[src/rtl/wb_arbiter_if.sv]
// Writeback bus bundle: ALU and LSU result handshakes plus the register file write port.
interface wb_arbiter_if #(
  parameter int DATA_WIDTH     = 32,
  parameter int ALU_FIFO_DEPTH = 2
);
  localparam int CNT_W = $clog2(ALU_FIFO_DEPTH) + 1;

  logic                  alu_valid_i;
  logic                  alu_ready_o;
  logic [4:0]            alu_addr_i;
  logic [DATA_WIDTH-1:0] alu_data_i;
  logic                  lsu_valid_i;
  logic                  lsu_ready_o;
  logic [4:0]            lsu_addr_i;
  logic [DATA_WIDTH-1:0] lsu_data_i;
  logic [4:0]            w_addr_o;
  logic [DATA_WIDTH-1:0] din_o;
  logic [CNT_W-1:0]      fifo_cnt_o;

  modport master (
    input  alu_valid_i, alu_addr_i, alu_data_i,
    input  lsu_valid_i, lsu_addr_i, lsu_data_i,
    output alu_ready_o, lsu_ready_o, w_addr_o, din_o, fifo_cnt_o
  );

  modport slave (
    output alu_valid_i, alu_addr_i, alu_data_i,
    output lsu_valid_i, lsu_addr_i, lsu_data_i,
    input  alu_ready_o, lsu_ready_o, w_addr_o, din_o, fifo_cnt_o
  );
endinterface

[src/rtl/wb_arbiter.sv]
// Writeback arbiter: merges ALU and LSU results into one register file write per cycle.
// Optional pending-register scoreboard enabled by defining WB_SCOREBOARD_EN.
module wb_arbiter #(
  parameter int DATA_WIDTH     = 32,
  parameter int ALU_FIFO_DEPTH = 2
) (
  input  logic clk_i,
  input  logic rst_n_i,
  wb_arbiter_if.master bus
`ifdef WB_SCOREBOARD_EN
  ,
  input  logic       mark_valid_i,
  input  logic [4:0] mark_addr_i,
  input  logic [4:0] q1_addr_i,
  input  logic [4:0] q2_addr_i,
  output logic       q1_busy_o,
  output logic       q2_busy_o
`endif
);
  localparam int PTR_W = $clog2(ALU_FIFO_DEPTH);
  localparam int CNT_W = PTR_W + 1;
  localparam logic [CNT_W-1:0] FULL_CNT = CNT_W'(ALU_FIFO_DEPTH);

  typedef enum logic [1:0] {SEL_IDLE, SEL_POP, SEL_LSU, SEL_ALU} sel_t;

  logic [4:0]            fifo_addr [ALU_FIFO_DEPTH];
  logic [DATA_WIDTH-1:0] fifo_data [ALU_FIFO_DEPTH];
  logic [PTR_W-1:0]      rd_ptr, wr_ptr;
  logic [CNT_W-1:0]      cnt;
  logic [4:0]            w_addr_q, w_addr_d;
  logic [DATA_WIDTH-1:0] din_q, din_d;
  logic                  full, empty, push, pop;
  sel_t                  sel;

  assign full  = (cnt == FULL_CNT);
  assign empty = (cnt == '0);

  assign bus.alu_ready_o = ~full;
  assign bus.lsu_ready_o = ~full;
  assign bus.w_addr_o    = w_addr_q;
  assign bus.din_o       = din_q;
  assign bus.fifo_cnt_o  = cnt;

  // Full FIFO drains first so the LSU can never starve buffered ALU results.
  always_comb begin
    sel = SEL_IDLE;
    if (full)                 sel = SEL_POP;
    else if (bus.lsu_valid_i) sel = SEL_LSU;
    else if (!empty)          sel = SEL_POP;
    else if (bus.alu_valid_i) sel = SEL_ALU;
  end

  assign pop  = (sel == SEL_POP);
  assign push = bus.alu_valid_i & ~full & (sel != SEL_ALU);

  always_comb begin
    w_addr_d = '0;
    din_d    = '0;
    case (sel)
      SEL_POP: begin
        w_addr_d = fifo_addr[rd_ptr];
        din_d    = fifo_data[rd_ptr];
      end
      SEL_LSU: begin
        w_addr_d = bus.lsu_addr_i;
        din_d    = bus.lsu_data_i;
      end
      SEL_ALU: begin
        w_addr_d = bus.alu_addr_i;
        din_d    = bus.alu_data_i;
      end
      default: ;
    endcase
  end

  always_ff @(posedge clk_i or negedge rst_n_i) begin
    if (!rst_n_i) begin
      w_addr_q <= '0;
      din_q    <= '0;
      rd_ptr   <= '0;
      wr_ptr   <= '0;
      cnt      <= '0;
    end else begin
      w_addr_q <= w_addr_d;
      din_q    <= din_d;
      if (pop)  rd_ptr <= rd_ptr + PTR_W'(1);
      if (push) wr_ptr <= wr_ptr + PTR_W'(1);
      case ({push, pop})
        2'b10:   cnt <= cnt + CNT_W'(1);
        2'b01:   cnt <= cnt - CNT_W'(1);
        default: ;
      endcase
    end
  end

  // Storage needs no reset: occupancy gates every read.
  always_ff @(posedge clk_i) begin
    if (push) begin
      fifo_addr[wr_ptr] <= bus.alu_addr_i;
      fifo_data[wr_ptr] <= bus.alu_data_i;
    end
  end

`ifdef WB_SCOREBOARD_EN
  logic [30:0] pending, clr_mask, mark_mask;
  logic [31:0] pend_ext;

  always_comb begin
    clr_mask  = '0;
    mark_mask = '0;
    if (w_addr_q != 5'd0)                    clr_mask  = 31'(1) << (w_addr_q - 5'd1);
    if (mark_valid_i && mark_addr_i != 5'd0) mark_mask = 31'(1) << (mark_addr_i - 5'd1);
  end

  // Mark is OR-ed after the clear so a same-cycle re-issue keeps the bit set.
  always_ff @(posedge clk_i or negedge rst_n_i) begin
    if (!rst_n_i) pending <= '0;
    else          pending <= (pending & ~clr_mask) | mark_mask;
  end

  assign pend_ext  = {pending, 1'b0};
  assign q1_busy_o = pend_ext[q1_addr_i];
  assign q2_busy_o = pend_ext[q2_addr_i];
`endif

endmodule

[src/flat_wrapper.sv]
// flat-port wrapper written by rule: the top's interface ports become plain ports
module wb_arbiter_flat 
#(
  parameter int DATA_WIDTH     = 32,
  parameter int ALU_FIFO_DEPTH = 2
)
  (clk_i, rst_n_i, bus_alu_valid_i, bus_alu_addr_i, bus_alu_data_i, bus_lsu_valid_i, bus_lsu_addr_i, bus_lsu_data_i, bus_alu_ready_o, bus_lsu_ready_o, bus_w_addr_o, bus_din_o, bus_fifo_cnt_o);
  wb_arbiter_if #(.DATA_WIDTH(DATA_WIDTH), .ALU_FIFO_DEPTH(ALU_FIFO_DEPTH)) bus_i ();
  input  logic clk_i;
  input  logic rst_n_i;
  input wire logic [$bits(bus_i.alu_valid_i)-1:0] bus_alu_valid_i;
  input wire logic [$bits(bus_i.alu_addr_i)-1:0] bus_alu_addr_i;
  input wire logic [$bits(bus_i.alu_data_i)-1:0] bus_alu_data_i;
  input wire logic [$bits(bus_i.lsu_valid_i)-1:0] bus_lsu_valid_i;
  input wire logic [$bits(bus_i.lsu_addr_i)-1:0] bus_lsu_addr_i;
  input wire logic [$bits(bus_i.lsu_data_i)-1:0] bus_lsu_data_i;
  output wire logic [$bits(bus_i.alu_ready_o)-1:0] bus_alu_ready_o;
  output wire logic [$bits(bus_i.lsu_ready_o)-1:0] bus_lsu_ready_o;
  output wire logic [$bits(bus_i.w_addr_o)-1:0] bus_w_addr_o;
  output wire logic [$bits(bus_i.din_o)-1:0] bus_din_o;
  output wire logic [$bits(bus_i.fifo_cnt_o)-1:0] bus_fifo_cnt_o;
  assign bus_i.alu_valid_i = bus_alu_valid_i;
  assign bus_i.alu_addr_i = bus_alu_addr_i;
  assign bus_i.alu_data_i = bus_alu_data_i;
  assign bus_i.lsu_valid_i = bus_lsu_valid_i;
  assign bus_i.lsu_addr_i = bus_lsu_addr_i;
  assign bus_i.lsu_data_i = bus_lsu_data_i;
  assign bus_alu_ready_o = bus_i.alu_ready_o;
  assign bus_lsu_ready_o = bus_i.lsu_ready_o;
  assign bus_w_addr_o = bus_i.w_addr_o;
  assign bus_din_o = bus_i.din_o;
  assign bus_fifo_cnt_o = bus_i.fifo_cnt_o;
  wb_arbiter #(.DATA_WIDTH(DATA_WIDTH), .ALU_FIFO_DEPTH(ALU_FIFO_DEPTH)) u_core (.clk_i(clk_i), .rst_n_i(rst_n_i), .bus(bus_i));
endmodule
[config.mk]
export PLATFORM = sky130hd
export DESIGN_NAME = wb_arbiter_flat
export DESIGN_NICKNAME = d
export VERILOG_FILES = /design/src/rtl/wb_arbiter_if.sv /design/src/rtl/wb_arbiter.sv /design/src/flat_wrapper.sv
export SDC_FILE = /design/constraint.sdc
export NUM_CORES = 1
export LEC_CHECK = 0
export CORE_MARGIN = 8
export CORE_UTILIZATION = 50
export CTS_BUF_LIST = sky130_fd_sc_hd__clkbuf_8
export DETAILED_ROUTE_END_ITERATION = 8
export PLACE_DENSITY = 0.9
export RECOVER_POWER = 25
export SETUP_SLACK_MARGIN = 0.3
export SLEW_MARGIN = 20
export SYNTH_ARGS = -nofsm -noshare
export SYNTH_HDL_FRONTEND = slang
export SYNTH_SLANG_ARGS = --single-unit
[constraint.sdc]
create_clock -name clk_i -period 4.7 [get_ports clk_i]
set_input_delay 1.41 -clock clk_i [delete_from_list [all_inputs] [get_ports clk_i]]
set_output_delay 1.41 -clock clk_i [all_outputs]
set_load 0.005 [all_outputs]
==> results of run 1 <==
[through the flow]
| stage | std cells | instance area, sq um |
|---|---|---|
| 6_report | 507 | 6110 |
| 5_1_grt | 507 | 6110 |
| 4_1_cts | 507 | 6111 |
| 3_5_place_dp | 475 | 5685 |
| 3_3_place_gp | 475 | 5685 |
| 2_1_floorplan | 265 | 4469 |
[sequential cells by signal, indices dropped and copies added (netlist names)]
| register | count |
|---|---|
| u_core.bus.din_o | 32 |
| u_core.bus.w_addr_o | 5 |
| u_core.fifo_data | 64 |
| u_core.rd_ptr | 1 |
| u_core.bus.fifo_cnt_o | 2 |
| u_core.wr_ptr | 1 |
| u_core.fifo_addr | 10 |
[routing by layer]
layer  share of wire  track usage
met1            0.41       0.1916
met2            0.51       0.2826
met3           0.065      0.06169
met4           0.020      0.08288
met5               0            0
[kinds of logic after synthesis]
kind of cell | share of synthesized area
xor gates and xnor gates | 0.009800
and+or+nand+nor | 0.05767
DFF | 0.7268
muxes | 0.08287
AOI/OAI and AO/OA | 0.08399
adders and majority gates | 0.002799
buffers and inverters | 0.03611
[placed cells by master, fill, tap and decap left out, drive strengths merged]
cell type,count
buf,5
dlygate4sd3,15
clkinvlp,4
nor3,37
a221o,37
edfxtp,74
o21ai,1
nand2b,1
clkdlybuf4s50,102
xor2,2
xnor2,3
clkbuf,18
nor4b,1
ha,1
clkinv,6
dfrtp,41
bufinv,4
nor2,5
mux2i,37
inv,2
nor2b,1
and2,2
[worst max-delay path by stage]
stage,from,end,slack (ns),depth (start not counted)
floorplan,bus_lsu_valid_i,u_core.fifo_addr[0][0],1.05,3
global placement,bus_lsu_valid_i,u_core.fifo_data[1][14],1.12,5
detailed placement,bus_lsu_valid_i,u_core.fifo_data[1][13],1.03,5
CTS,bus_lsu_valid_i,u_core.fifo_data[1][13],1.49,5
global route,rst_n_i,u_core.rd_ptr,0.89,1
finish,rst_n_i,u_core.rd_ptr,1.46,1
[power by group through the flow]
| stage | Sequential, uW | Combinational (uW) | Clock [uW] |
|---|---|---|---|
| after floorplan | 1550 | 730 | 0 |
| after global placement | 1610 | 1200 | 0 |
| after detailed placement | 1630 | 1240 | 0 |
| after CTS | 1610 | 1250 | 984 |
| after global routing | 1640 | 1330 | 1030 |
| final | 1610 | 1220 | 968 |
[cell type report]
| type | instances | area [sq um] |
|---|---|---|
| multi-input cells | 128 | 1084 |
| flip-flops and latches | 115 | 3249 |
| clock inverters | 15 | 191.4 |
| inverters | 1 | 3.754 |
| well taps | 108 | 135.1 |
| fillers | 582 | 2569 |
| clock buffers | 17 | 234.0 |
| repair buffers | 123 | 1212 |
==> out/qor.txt, run 1 <==
GRT Total Usage -> 0.1709
Max Slew Vio Count -> 42
r2r setup slk -> 2.52 ns
status -> complete, but fails checks
setup TNS -> 0 ns
PwrDens -> 621.8 mW/mm^2
max incr delay on CP -> 1.67 ns
DP HPWL -> 6551 um
family with the most delay on the worst path -> buffers and inverters
Comb power frac -> 0.322
CTS tree -> done
total clock buffers created by CTS -> 17
initial DRC count -> 110
hold buffer count at CTS -> 0
R2R Path Start -> u_core.bus.fifo_cnt_o[0]
fraction of layout cells with a size suffix above 1 -> 0.1103
GRT overflow -> 0
Tightest Pin Transition -> 2.391 ns
ANT cells -> 0
initial antenna violation count -> 0
CP bufs+invs -> 1
Final Net Count -> 465
residual DRC count -> 0
cells after synthesis -> 265
clk_lat worst skew -> 0.43 ns
remaining antenna violation count after routing -> 0
Initial Utilization -> 0.5150
H-tree levels -> 4
Net Sw Frac -> 0.2911
Critical Path Source Type -> input port
ys flop type -> edfxtp_1
Fin. Hold Viols -> 0
crit-path cells -> clkbuf_1
R2R depth -> 3
fin crit share -> 0.6899
Leak -> 0.002320 uW
CTS max path bufs -> 2
hold path depth -> 1
Syn Area/Cell -> 16.87 sq um
Synth-to-Final Area Change -> 36.70%
highest clock rate -> 308.4 MHz
Worst Hold Launch -> u_core.wr_ptr
port bufs -> 118
Seq/Total Area, Yosys -> 0.7268
Max VDD drop -> 0.3623 mV
final weighted congestion of routability-driven global placement -> 0.7224
Setup WS pre-CTS -> 1.032 ns
clk sink count -> 115
number of global-route vias before repair -> 3,119
Die Wd -> 110.5 um
top-count cell post-synth -> edfxtp_1
Yosys top cell area share -> 0.4972
R2R Path End -> u_core.fifo_data[1][13]
Detailed Routing Iterations Pass 1 -> 5
WL final -> 10,140 um
clock skew -> 0.01550 ns
fin util -> 0.7040
Seq pwr share -> 0.423
max-cap violation count -> 1
Worst Hold End -> u_core.wr_ptr
Synth top cells by count -> 74 x edfxtp_1, 41 x dfrtp_1, 37 x a221o_1, 37 x mux2i_1, 37 x nor3_1
net count after synthesis -> 344
Resized cells post-CTS -> 0
synth top area cells -> edfxtp_1 50%, dfrtp_1 23%, a221o_1 8.3%
IO Count -> 119
fin worst setup slack -> 1.458 ns
Post-CTS Setup Bufs -> 0
Cell variety after synth -> 21
Final min period -> 3.242 ns
global-route wire length before repair -> 16,410 um
crit end category -> asynchronous set/reset pin
Tot Pwr -> 3799 uW
Worst path slowest cell -> clkbuf_1
Worst EP arrival -> 3.10 ns
hold slack -> 0.5858 ns
Synthesis Warnings -> 0
Clock transition at path regs -> 0.07 ns
wire per inst -> 20.01 um
CTS root buffer -> clkbuf_8
core area -> 0.008678 sq mm
Crit Path Class -> in2async
drt via density -> 5.509
Cell Area, Synth -> 0.004469 sq mm
pin count of the biggest net entering global routing -> 42
failing checks -> max-capacitance violations, max-slew violations
Synth area leader -> edfxtp_1
worst relative slew slack -> -0.5938
Cell Int Power -> 2693 uW
Worst Path Required -> 4.55 ns
Post-synth EDFFs -> 74
full die area -> 0.01222 sq mm
Clock Power Share -> 0.255
Sw Pwr -> 1106 uW
via count -> 2,793
Final setup violation count -> 0
row cnt -> 34
chip height -> 110.5 um
Hold Crit Class -> reg2reg
asr flop ratio synth -> 0.3565
Yosys reg bits -> 115
worst-path fanout max -> 41
RSZ-0062 raised after global routing -> false
No activity file was read; power rests on OpenSTA's default activity.
==> run 2: changes to the inputs <==
--- a/config.mk
+++ b/config.mk
@@ -6,10 +6,10 @@
 export NUM_CORES = 1
 export LEC_CHECK = 0
 export CORE_MARGIN = 8
-export CORE_UTILIZATION = 50
+export CORE_UTILIZATION = 45
 export CTS_BUF_LIST = sky130_fd_sc_hd__clkbuf_8
 export DETAILED_ROUTE_END_ITERATION = 8
-export PLACE_DENSITY = 0.9
+export PLACE_DENSITY = 0.86
 export RECOVER_POWER = 25
 export SETUP_SLACK_MARGIN = 0.3
 export SLEW_MARGIN = 20
==> constraint.sdc (replaced) <==
create_clock -name clk_i -period 2.83 [get_ports clk_i]
set_input_delay 0.849 -clock clk_i [delete_from_list [all_inputs] [get_ports clk_i]]
set_output_delay 0.849 -clock clk_i [all_outputs]
set_load 0.005 [all_outputs]
==> run 2 against run 1 <==
Effect of this change:
- the flow now finishes without violations
- wire length up 3.7%
- via count rose by 1.2%
- critical path depth up 1
- clock skew is 0.0079 ns lower
- final cell count rose by 6.1%
- largest cell class unchanged
==> out/qor.txt, run 2 (synthesized netlist as in run 1, its figures left out) <==
status -> finished clean
highest clock rate -> 404.4 MHz
GRT Total Usage -> 0.1629 (-0.008028)
Setup WS pre-CTS -> 0.05668 ns (-0.9752 ns)
drt via density -> 5.255 (-4.6%)
Worst EP arrival -> 1.62 ns (-1.48 ns)
fin crit share -> 0.8739
Detailed Routing Iterations Pass 1 -> 4 (-1)
Worst Path Required -> 1.98 ns (-2.57 ns)
final instance area -> 0.006238 sq mm (+2.1%)
fin worst setup slack -> 0.3569 ns (-1.101 ns)
Max Slew Vio Count -> 0 (-100%)
final weighted congestion of routability-driven global placement -> 0.7485 (+3.6%)
IO Count -> 119 (unchanged)
H-tree levels -> 4 (unchanged)
fraction of layout cells with a size suffix above 1 -> 0.1287 (+0.01844)
row cnt -> 36 (+5.9%)
total clock buffers created by CTS -> 17 (unchanged)
Critical Path Source Type -> register
crit end category -> primary output
Final min period -> 2.473 ns
chip height -> 115.7 um (+4.6%)
WL final -> 10,520 um (+3.7%)
Die Wd -> 115.7 um (+4.6%)
clk sink count -> 115 (unchanged)
port bufs -> 118 (unchanged)
commonest non-fill, non-tap cell in the layout -> clkdlybuf4s50_1
DP HPWL -> 6912 um (+5.5%)
worst-path fanout max -> 6 (-85%)
Largest register FFs -> 64 (unchanged)
clock skew -> 0.007561 ns (-0.007938 ns)
commonest non-fill, non-tap cells in the layout -> 83 x clkdlybuf4s50_1, 74 x edfxtp_1, 39 x dfrtp_1
Max VDD drop -> 0.5793 mV (+60%)
Hold Crit Class -> in2async
Fin. Hold Viols -> 0 (unchanged)
GRT overflow -> 0 (unchanged)
Biggest register -> u_core.fifo_data
residual DRC count -> 0 (unchanged)
number of global-route vias before repair -> 3,152 (+1.1%)
max incr delay on CP -> 0.53 ns (-1.14 ns)
max-cap violation count -> 0 (-1)
RSZ-0062 raised after global routing -> false
Fillers -> 743 (+28%)
crit-path cells -> nand2b_1 > clkdlybuf4s50_1
initial antenna violation count -> 1 (+1)
setup TNS -> 0 ns (unchanged)
Initial Utilization -> 0.4594 (-0.05563)
fin util -> 0.6412 (-0.06280)
r2r setup slk -> 0.98 ns (-1.54 ns)
CTS tree -> done
CTS root buffer -> clkbuf_8
Leak -> 0.002375 uW (+2.4%)
worst relative slew slack -> 0.4474 (+1.041)
Synth-to-Final Area Change -> 39.59%
Post-Place Cell Area -> 0.005777 sq mm (+1.6%)
Final setup violation count -> 0 (unchanged)
CTS max path bufs -> 2 (unchanged)
via count -> 2,827 (+1.2%)
Worst path slowest cell -> clkdlybuf4s50_1
global-route wire length before repair -> 16,330 um (-0.51%)
clk_lat worst skew -> 0.42 ns (about the same)
full die area -> 0.01338 sq mm (+9.5%)
Final Net Count -> 470 (+1.1%)
remaining antenna violation count after routing -> 0 (unchanged)
hold buffer count at CTS -> 0 (unchanged)
PwrDens -> 1038 mW/mm^2 (+67%)
Tightest Pin Transition -> 0.8290 ns (-1.562 ns)
pin count of the biggest net entering global routing -> 38 (-9.5%)
core area -> 0.009729 sq mm (+12%)
initial DRC count -> 117 (+6.4%)
Clock transition at path regs -> 0.07 ns (about the same)
Crit Path Class -> reg2out
wire per inst -> 19.55 um (-2.3%)
## run 2: changes by cell type in the layout (fill, tap and decap cells not counted), moves of 2 or more
| cell | previous run | this run |
|---|---|---|
| buf_12 | 0 | 3 |
| buf_4 | 5 | 7 |
| clkinvlp_4 | 4 | 2 |
| dlygate4sd3_1 | 15 | 34 |
| clkbuf_8 | 17 | 19 |
| clkdlybuf4s50_1 | 102 | 83 |
## run 2: worst paths after layout
check | from | to | cells after the start
min in group clk_i | u_core.wr_ptr | u_core.wr_ptr | 1
min | rst_n_i | u_core.bus.din_o[23] | 1
max | u_core.bus.fifo_cnt_o[1] | bus_lsu_ready_o | 2
min reg2reg | u_core.wr_ptr | u_core.wr_ptr | 1
max in group asynchronous | rst_n_i | u_core.bus.din_o[16] | 2
max reg2reg | u_core.bus.fifo_cnt_o[1] | u_core.bus.fifo_cnt_o[1] | 5
## run 2: critical path, delay by kind of cell (launching register included)
kind / cells / cell delay, ns
flops: 1 / 0.49
simple gates: 1 / 0.19
buf+inv: 1 / 0.53
## run 2: area by class of cell
type                    instances  area (sq um)  share of cell area
flip-flops and latches        115          3251              0.5211
repair buffers                128          1289              0.2066
multi-input cells             128          1084              0.1737
clock buffers                  19         261.5             0.04192
clock inverters                13         181.4             0.02908
well taps                     133         166.4             0.02667
inverters                       1         3.754           0.0006017
diodes                          1         2.502           0.0004011
## run 2: metal layers
layer	wire, um	share of wire	track usage
met5	0	0	0
met4	109	0.010	0.06655
met3	837	0.080	0.06305
met2	5491	0.52	0.2787
met1	4081	0.39	0.1782
## run 2: per-stage QoR
step                      hold slack [ns]  cells  total power (uW)
after global routing               0.5718    538              6802
final                              0.5270    538              6473
after floorplan                    0.4681    265              3779
after global placement             0.5360    503              4754
after detailed placement           0.5712    503              4861
after CTS                          0.5436    535              6532
## run 2: timing repair
action / in CTS / in global routing
buffers inserted: 0 / 2
endpoints found under the hold margin: 0 / 0
endpoints found under the setup margin: 2 / 2
gates resized for setup: 1 / 0
## run 2: where the power goes
group          internal [uW]  switching, uW  total, uW
sequential              2350            231       2580
combinational           1230           1000       2240
clock                   1010            650       1660
